--- config.mk ---
export PLATFORM = sky130hd
export DESIGN_NAME = usb_token_rx
export DESIGN_NICKNAME = d
export VERILOG_FILES = /design/src/rtl/usb_token_rx.sv
export SDC_FILE = /design/constraint.sdc
export NUM_CORES = 1
export LEC_CHECK = 0
export CAP_MARGIN = 20
export CORE_MARGIN = 2
export CORE_UTILIZATION = 50
export CTS_BUF_LIST = sky130_fd_sc_hd__clkbuf_4 sky130_fd_sc_hd__clkbuf_8
export DETAILED_ROUTE_END_ITERATION = 8
export GPL_TIMING_DRIVEN = 0
export HOLD_SLACK_MARGIN = 0.06
export PLACE_DENSITY = 0.79
export SETUP_SLACK_MARGIN = 0.3
export SYNTH_ARGS = -nofsm -noshare
export SYNTH_HDL_FRONTEND = slang
export SYNTH_SLANG_ARGS = --single-unit
--- constraint.sdc ---
create_clock -name clk -period 3.23 [get_ports clk]
set_clock_uncertainty 0.2 [all_clocks]
set_input_delay 0.969 -clock clk [delete_from_list [all_inputs] [get_ports clk]]
set_output_delay 0.969 -clock clk [all_outputs]
set_load 0.05 [all_outputs]
--- src/rtl/usb_token_rx.sv ---
// usb_token_rx -- USB token/handshake packet parser with CRC5 check and error reporting.
// Rev 1.0
`default_nettype none

module usb_token_rx #(
  parameter int ENDP_NUM       = 16,
  parameter int ADDR_FILTER_EN = 1,
  parameter int CNT_W          = 8
) (
  input  logic             clk,
  input  logic             rst_n,
  input  logic [6:0]       self_addr,
  input  logic             rx_handshake_on,
  input  logic             cnt_clr,
  input  logic             rx_lp_sop,
  input  logic             rx_lp_eop,
  input  logic             rx_lp_valid,
  input  logic [7:0]       rx_lp_data,
  output logic             rx_lp_ready,
  output logic             rx_pid_en,
  output logic [3:0]       rx_pid,
  output logic [6:0]       rx_addr,
  output logic [3:0]       rx_endp,
  output logic             rx_sof_en,
  output logic [10:0]      rx_frame,
  output logic             crc5_err,
  output logic             pid_err,
  output logic             len_err,
  output logic             endp_err,
  output logic [CNT_W-1:0] crc5_err_cnt
);

  typedef enum logic [1:0] {IDLE, TOK1, TOK2, DROP} state_t;

  localparam logic [4:0] ENDP_LIM    = 5'(ENDP_NUM);
  localparam logic [4:0] CRC_RESIDUE = 5'b01100;
  localparam logic [3:0] PID_SOF     = 4'h5;

  state_t     state;
  logic [3:0] tok_pid;
  logic [7:0] byte1;

  logic       pid_ok;
  logic       is_tok;
  logic       is_hs;
  logic       crc_ok;
  logic       crc_hit;
  logic [6:0] tok_addr;
  logic [3:0] tok_endp;
  logic       addr_miss;
  logic       endp_bad;

  // Residue check over the full 16-bit token body (payload plus transmitted CRC).
  function automatic logic [4:0] crc5_residue(input logic [15:0] bits);
    logic [4:0] c;
    logic       fb;
    c = 5'b11111;
    for (int i = 0; i < 16; i++) begin
      fb = c[4] ^ bits[i];
      c  = {c[3:0], 1'b0} ^ (fb ? 5'b00101 : 5'b00000);
    end
    return c;
  endfunction

  assign rx_lp_ready = 1'b1;
  assign pid_ok      = (rx_lp_data[3:0] == ~rx_lp_data[7:4]);
  assign crc_ok      = (crc5_residue({rx_lp_data, byte1}) == CRC_RESIDUE);
  assign tok_addr    = byte1[6:0];
  assign tok_endp    = {rx_lp_data[2:0], byte1[7]};
  assign addr_miss   = (ADDR_FILTER_EN != 0) && (tok_addr != self_addr);
  assign endp_bad    = ({1'b0, tok_endp} >= ENDP_LIM);
  assign crc_hit     = rx_lp_valid && !rx_lp_sop && (state == TOK2) && rx_lp_eop && !crc_ok;

  always_comb begin
    is_tok = 1'b0;
    is_hs  = 1'b0;
    case (rx_lp_data[3:0])
      4'h1, 4'h9, 4'hD, 4'h4, 4'h5: is_tok = 1'b1;
      4'h2, 4'hA, 4'hE, 4'h6:       is_hs  = 1'b1;
      default: ;
    endcase
  end

  always_ff @(posedge clk or negedge rst_n) begin
    if (!rst_n) begin
      state        <= IDLE;
      tok_pid      <= 4'h0;
      byte1        <= 8'h00;
      rx_pid_en    <= 1'b0;
      rx_pid       <= 4'h0;
      rx_addr      <= 7'h00;
      rx_endp      <= 4'h0;
      rx_sof_en    <= 1'b0;
      rx_frame     <= 11'h000;
      crc5_err     <= 1'b0;
      pid_err      <= 1'b0;
      len_err      <= 1'b0;
      endp_err     <= 1'b0;
      crc5_err_cnt <= '0;
    end else begin
      rx_pid_en <= 1'b0;
      rx_sof_en <= 1'b0;
      crc5_err  <= 1'b0;
      pid_err   <= 1'b0;
      len_err   <= 1'b0;
      endp_err  <= 1'b0;

      if (rx_lp_valid) begin
        if (rx_lp_sop) begin
          // A new sop always restarts parsing; any partial packet is silently lost.
          if (!pid_ok) begin
            pid_err <= 1'b1;
            state   <= rx_lp_eop ? IDLE : DROP;
          end else if (is_tok && !rx_lp_eop && !rx_handshake_on) begin
            tok_pid <= rx_lp_data[3:0];
            state   <= TOK1;
          end else if (is_hs && !rx_lp_eop) begin
            len_err <= 1'b1;
            state   <= DROP;
          end else if (is_hs && rx_handshake_on) begin
            rx_pid_en <= 1'b1;
            rx_pid    <= rx_lp_data[3:0];
            state     <= IDLE;
          end else begin
            state <= rx_lp_eop ? IDLE : DROP;
          end
        end else begin
          case (state)
            IDLE: ;
            TOK1: begin
              byte1 <= rx_lp_data;
              if (rx_lp_eop) begin
                len_err <= 1'b1;
                state   <= IDLE;
              end else begin
                state <= TOK2;
              end
            end
            TOK2: begin
              if (rx_lp_eop) begin
                state <= IDLE;
                if (!crc_ok) begin
                  crc5_err <= 1'b1;
                end else if (tok_pid == PID_SOF) begin
                  rx_sof_en <= 1'b1;
                  rx_pid    <= tok_pid;
                  rx_frame  <= {rx_lp_data[2:0], byte1};
                end else if (addr_miss) begin
                  // Token for another device: dropped without any indication.
                end else if (endp_bad) begin
                  endp_err <= 1'b1;
                end else begin
                  rx_pid_en <= 1'b1;
                  rx_pid    <= tok_pid;
                  rx_addr   <= tok_addr;
                  rx_endp   <= tok_endp;
                end
              end else begin
                len_err <= 1'b1;
                state   <= DROP;
              end
            end
            DROP: if (rx_lp_eop) state <= IDLE;
            default: state <= IDLE;
          endcase
        end
      end

      if (cnt_clr) begin
        crc5_err_cnt <= '0;
      end else if (crc_hit && (crc5_err_cnt != '1)) begin
        crc5_err_cnt <= crc5_err_cnt + CNT_W'(1);
      end
    end
  end

endmodule

`default_nettype wire

Yosys cells after proc, flatten, opt, wreduce, memory -nomap -nowiden
Cells that the tools add are included.
{"block": "word_totals", "ff_bits": 53, "latch_bits": 0, "mem_bits_rw": 0, "mem_bits_ro": 0, "output_inout_bits": 41, "wordCells": 170, "n_memories": 0}
{"block": "classes", "addsub": 1, "mul": 0, "n_div": 0, "magnitude_cmp": 0, "n_eq_ne": 23, "shifts": 0, "mux": 72, "bitwise": 35, "n_reduce_logical": 26}
{"op": "$xor A5 B3 Y5", "count": 15}
{"op": "$mux W3", "count": 16}
{"op": "$mux W4", "count": 10}
{"op": "$mux W1", "count": 34}
{"op": "$eq A4 B3 Y1 const B", "count": 4}
{"op": "$eq A4 B4 Y1 const B", "count": 4}
{"op": "$mux W2", "count": 8}
{"op": "$mux W8", "count": 2}
{"op": "$xor A1 B1 Y1", "count": 15}
{"op": "$logic_and A1 B1 Y1", "count": 9}
{"op": "$reduce_and A9 Y1", "count": 1}
{"op": "$add A8 B1 Y8 const B", "count": 1}
{"op": "$ne A8 B8 Y1 const B", "count": 1}
{"op": "$reduce_bool A2 Y1", "count": 4}
{"op": "$ne A7 B7 Y1", "count": 1}
{"op": "$reduce_and A7 Y1", "count": 1}
{"op": "$pmux W2 S3", "count": 1}
{"op": "$reduce_and A3 Y1", "count": 2}
{"op": "$reduce_and A6 Y1", "count": 1}
{"op": "$eq A5 B4 Y1 const B", "count": 1}
{"op": "$reduce_or A5 Y1", "count": 1}
{"op": "$eq A2 B2 Y1 const B", "count": 2}
{"op": "$eq A4 B1 Y1 const B", "count": 1}
{"op": "$eq A4 B2 Y1 const B", "count": 1}
{"op": "other kinds (14)", "count": 21}

Longest topological paths before layout
{"block": "logic_depth", "ltp_word": 53, "ltp_mapped": 9, "depth_no_buf": 7}

Least setup slack after synthesis
OpenSTA, ideal clock, no wires.
{"block": "synth_timing", "path_kind": "input-to-reg", "start": "in rx_lp_data[1]", "end": "reg rx_addr[0]", "t_arrival_ps": 3075, "path_slack_ps": -170, "stages": 9, "n_path_buf": 2, "path_cell_list": "buf_6 -> xnor3_1 -> xnor2_1 -> or3b_1 -> a21o_1 -> a21oi_4 -> and4_4 -> buf_12 -> mux2_4"}
{"block": "synth_between", "elab_chain_cells": 15, "elab_cells_between_ends": 17, "classes_between": "1 x eq/ne; 4 x mux; 11 x bitwise; 1 x reduce/logical"}
{"item": "from (decl)", "line_no": "18", "source": "input logic [7:0] rx_lp_data,"}
{"item": "$xor A1 B1 Y1 (*)", "line_no": "59", "source": "fb = c[4] ^ bits[i];"}
{"item": "$mux W3 (*)", "line_no": "60", "source": "c = {c[3:0], 1'b0} ^ (fb ? 5'b00101 : 5'b00000);"}
{"item": "$xor A5 B3 Y5 (*) (3 in a row)", "line_no": "60"}
{"item": "$xor A1 B1 Y1", "line_no": "59"}
{"item": "$mux W3", "line_no": "60"}
{"item": "$xor A5 B3 Y5 (*) (3 in a row)", "line_no": "60"}
{"item": "$xor A1 B1 Y1", "line_no": "59"}
{"item": "$mux W3", "line_no": "60"}
{"item": "$xor A5 B3 Y5 (*)", "line_no": "60"}
{"item": "$eq A5 B4 Y1 (*)", "line_no": "67", "source": "assign crc_ok = (crc5_residue({rx_lp_data, byte1}) == CRC_RESIDUE);"}
{"item": "$reduce_and A7 Y1 (no source line) (*)"}
{"item": "to (signal assigned)", "line_no": "155", "source": "rx_addr <= tok_addr;"}
{"item": "to (decl)", "line_no": "22", "source": "output logic [6:0] rx_addr,"}
Mark *: on every way between the ends. The rest lies on a longest branch, timed or not.
A chain may end at the register's enable or synchronous reset.

Worst setup path after layout
{"block": "layout_timing", "start": "in rx_lp_data[1]", "end": "reg rx_addr[2]"}
The elaborated chain is that of the path after synthesis.

==> metrics.txt <==
ant diodes 0; FP Rows 27; Num CTS Buffers 5; cell count after synthesis 237; RSZ-0062 raised after global routing yes; initial antenna violation count 0; Total Die Area 0.00628 mm^2; aggregate global-route resource usage 20.9%; post-synthesis sequential area ratio 46.9%; Initial DRC Count 136; period utilisation layout 92.0%; placed cell count 364; worst r2r dst rx_addr[2]$_DFFE_PN0P_; leading register cell type out of synthesis dfrtp_1; CTS tree yes; Crit-path slowest cell or3b_1; mapped cell area 0.00283 mm^2; max-slew violations 0; Worst Setup Start Kind input port; vias in the first global route 2092; clk slew on worst S/H paths 80 ps; number of flops mapped to enable cells by yosys 0; Nets 335; syn nets 260; layout cells sized above 1 32.6%; Synth top area share 46.9%; Comb pwr share 49.1%; count leader, synth dfrtp_1; post-route worst setup slack 257 ps; Switch Pwr 799 uW; DRC Markers 0; pre-CTS setup slack -598 ps; maximum clock frequency 336 MHz; R2R setup slack 310 ps; status completed; vias 2101; sw frac 35.8%; area grow syn2layout 37.8%; Final GP Congestion 0.917; final WL 6.46 mm; Synth top cells by count dfrtp_1 (53), mux2_2 (26), xnor2_1 (15); Routed WL per cell 16.8 um; Relative slew margins 66.3%; Die H 79.2 um; largest net degree at the start of global routing 36; I/O Pins 63; Power per Cell Area 573 mW/mm^2; max-cap violations 0; Core Area 0.00547 mm^2; Top delay family on crit path simple AND/OR/NAND/NOR gates; CP Capture Type flop; r2r startpoint byte1[4]$_DFFE_PN0P_; VDD IR max 0.331 mV; Pre-Repair DR Iteration Count 4; Starting Density 51.7%; WS Path Type input port to flop; Synth Warn # 0; Slew @ Worst Pin 503 ps; CP most frequent cell buf_12; post-synthesis register bit count 53; placed inst area 0.00351 mm^2; first-pass GRT wire length 10.0 mm; Avg Inst Size Synth 11.9 um^2; Tmin final 2970 ps; top cells by area, synth dfrtp_1 (47%), mux2_2 (10%), mux2_4 (5.3%); final cell count without fillers 385; final setup TNS 0 ps; Critical Path AT 2960 ps; max incr delay on CP 370 ps; clock share of power 16.5%; Clock Path Buffers 2; final hold vios 0; antenna-violating nets left 0; CTS H-tree lvls 2; gr ovfl total 0; Port Buffers 54; CTS Root Cell clkbuf_8; Design Area, Final 0.00390 mm^2; Async S/R FF share, synth 100%; worst path required time 3220 ps; type of the worst min-delay path flop to flop; CP Max Fanout 5; DP HPWL 4.32 mm; hold depth 1; Hold Path Sink rx_frame[7]$_DFFE_PN0P_; hold wc startpoint rx_frame[7]$_DFFE_PN0P_; Fillers 377; Die Span X 79.2 um; critical path, cell by cell buf_12 -> xnor3_1 -> xnor2_2 -> or3b_1 -> a21o_1 -> a21oi_4 -> and4_4 -> buf_12 -> buf_12 -> mux2_4; Seq pwr share 34.4%; P_int 1.43 mW; Netlist cell types 52; R2R cell count 10; area leader, netlist dfrtp_1; final hold slack 310 ps; drt via density 5.46; worst-skew pair later-pin latency 300 ps; count of final setup violators 0; leak pwr 1.74 nW; Buffers & Inverters on Critical Path 3; CTS Sinks 53
metal layers:
layer | vias to the layer above | share of wire (%) | track usage [%]
met3 | 7 | 3.8 | 3.41
li1 | 983 | - | -
met2 | 57 | 49 | 34.3
met1 | 1054 | 46 | 27.7
met4 | 0 | 1.4 | 7.93
met5 | - | 0 | 0
power by group through the flow:
stage | Combinational, mW | Clock (mW) | Sequential, mW
after floorplan | 0.583 | 0 | 0.820
after global placement | 0.778 | 0 | 0.774
after detailed placement | 0.811 | 0 | 0.777
after CTS | 1.01 | 0.379 | 0.766
after global routing | 1.16 | 0.411 | 0.776
final | 1.10 | 0.369 | 0.769
what timing repair did:
action,4_1_cts,5_1_grt
hold endpoints to repair,0,0
buffers inserted,10,2
gates cloned,1,0
hold buffers,0,0
gates resized for setup,30,19
setup endpoints to repair,41,31
pin swaps,9,6
worst max path at each step:
| stage | start | endpoint | slack, ps | depth (start not counted) |
|---|---|---|---|---|
| after floorplan | rx_lp_data[1] | rx_addr[0]$_DFFE_PN0P_ | -20 | 9 |
| after global placement | rst_n | rx_addr[3]$_DFFE_PN0P_ | -560 | 1 |
| after detailed placement | rx_lp_data[3] | rx_addr[4]$_DFFE_PN0P_ | -600 | 9 |
| after CTS | rx_lp_data[1] | rx_addr[4]$_DFFE_PN0P_ | 240 | 10 |
| after global routing | self_addr[3] | rx_addr[2]$_DFFE_PN0P_ | 230 | 8 |
| final | rx_lp_data[1] | rx_addr[2]$_DFFE_PN0P_ | 260 | 10 |
final cells by class:
cell class	count	area, um^2	share of cell area, %
plain buffers	19	150	3.85
clock buffers	6	76.3	1.96
clock inverters	2	10.0	0.257
inverters	3	11.3	0.289
multi-input cells	162	1530	39.3
flip-flops and latches	53	1330	34.0
well taps	72	90.1	2.31
repair buffers	68	701	18.0
registers in the layout, indices dropped and copies added (netlist names):
register and flops:
rx_pid 4, tok_pid 4, rx_frame 11, rx_endp 4
crc5_err 1, byte1 8, rx_sof_en 1, rx_addr 7
rx_pid_en 1, crc5_err_cnt 8, state 2, len_err 1
pid_err 1
cells in the final DEF (no fill, tap or decap), drive strengths merged, types with 3 or more instances in the layout:
master / n
nor2b: 5
o21a: 3
xnor3: 4
mux2: 37
nand4: 4
xnor2: 15
buf: 27
inv: 3
a21oi: 5
and2: 4
xor2: 5
clkbuf: 15
and3: 8
mux2i: 3
o221a: 3
dlygate4sd2: 3
nand3: 5
nor3: 6
dfrtp: 53
nand2: 8
nor2: 11
clkdlybuf4s50: 48
nand3b: 4
o21ai: 5
worst register-to-register path: cells and delay by family, from the launching register on:
kind,cells,cell delay (ps)
AND/OR/NAND/NOR,2,650
AO/OA/AOI/OAI,2,340
flip-flops,1,370
buffers and inverters,3,420
multiplexers,1,300
XOR/XNOR,2,550
cells by family after synthesis:
kind of cell             share of synthesized area (%)
AO/OA/AOI/OAI                                     7.48
other                                            0.265
adder cells (fa/ha/maj)                          0.442
flip-flops                                        46.9
AND/OR/NAND/NOR                                   13.8
buffers and inverters                             4.60
multiplexers                                      17.1
XOR/XNOR                                          9.38
through the flow:
stage | utilization, % | power (mW)
2_1_floorplan | - | 1.40
3_5_place_dp | 64.1 | 1.59
4_1_cts | 69.9 | 2.16
3_3_place_gp | 63.8 | 1.55
6_report | 71.2 | 2.23
5_1_grt | 71.2 | 2.34
(Power assumes the default switching activity.)
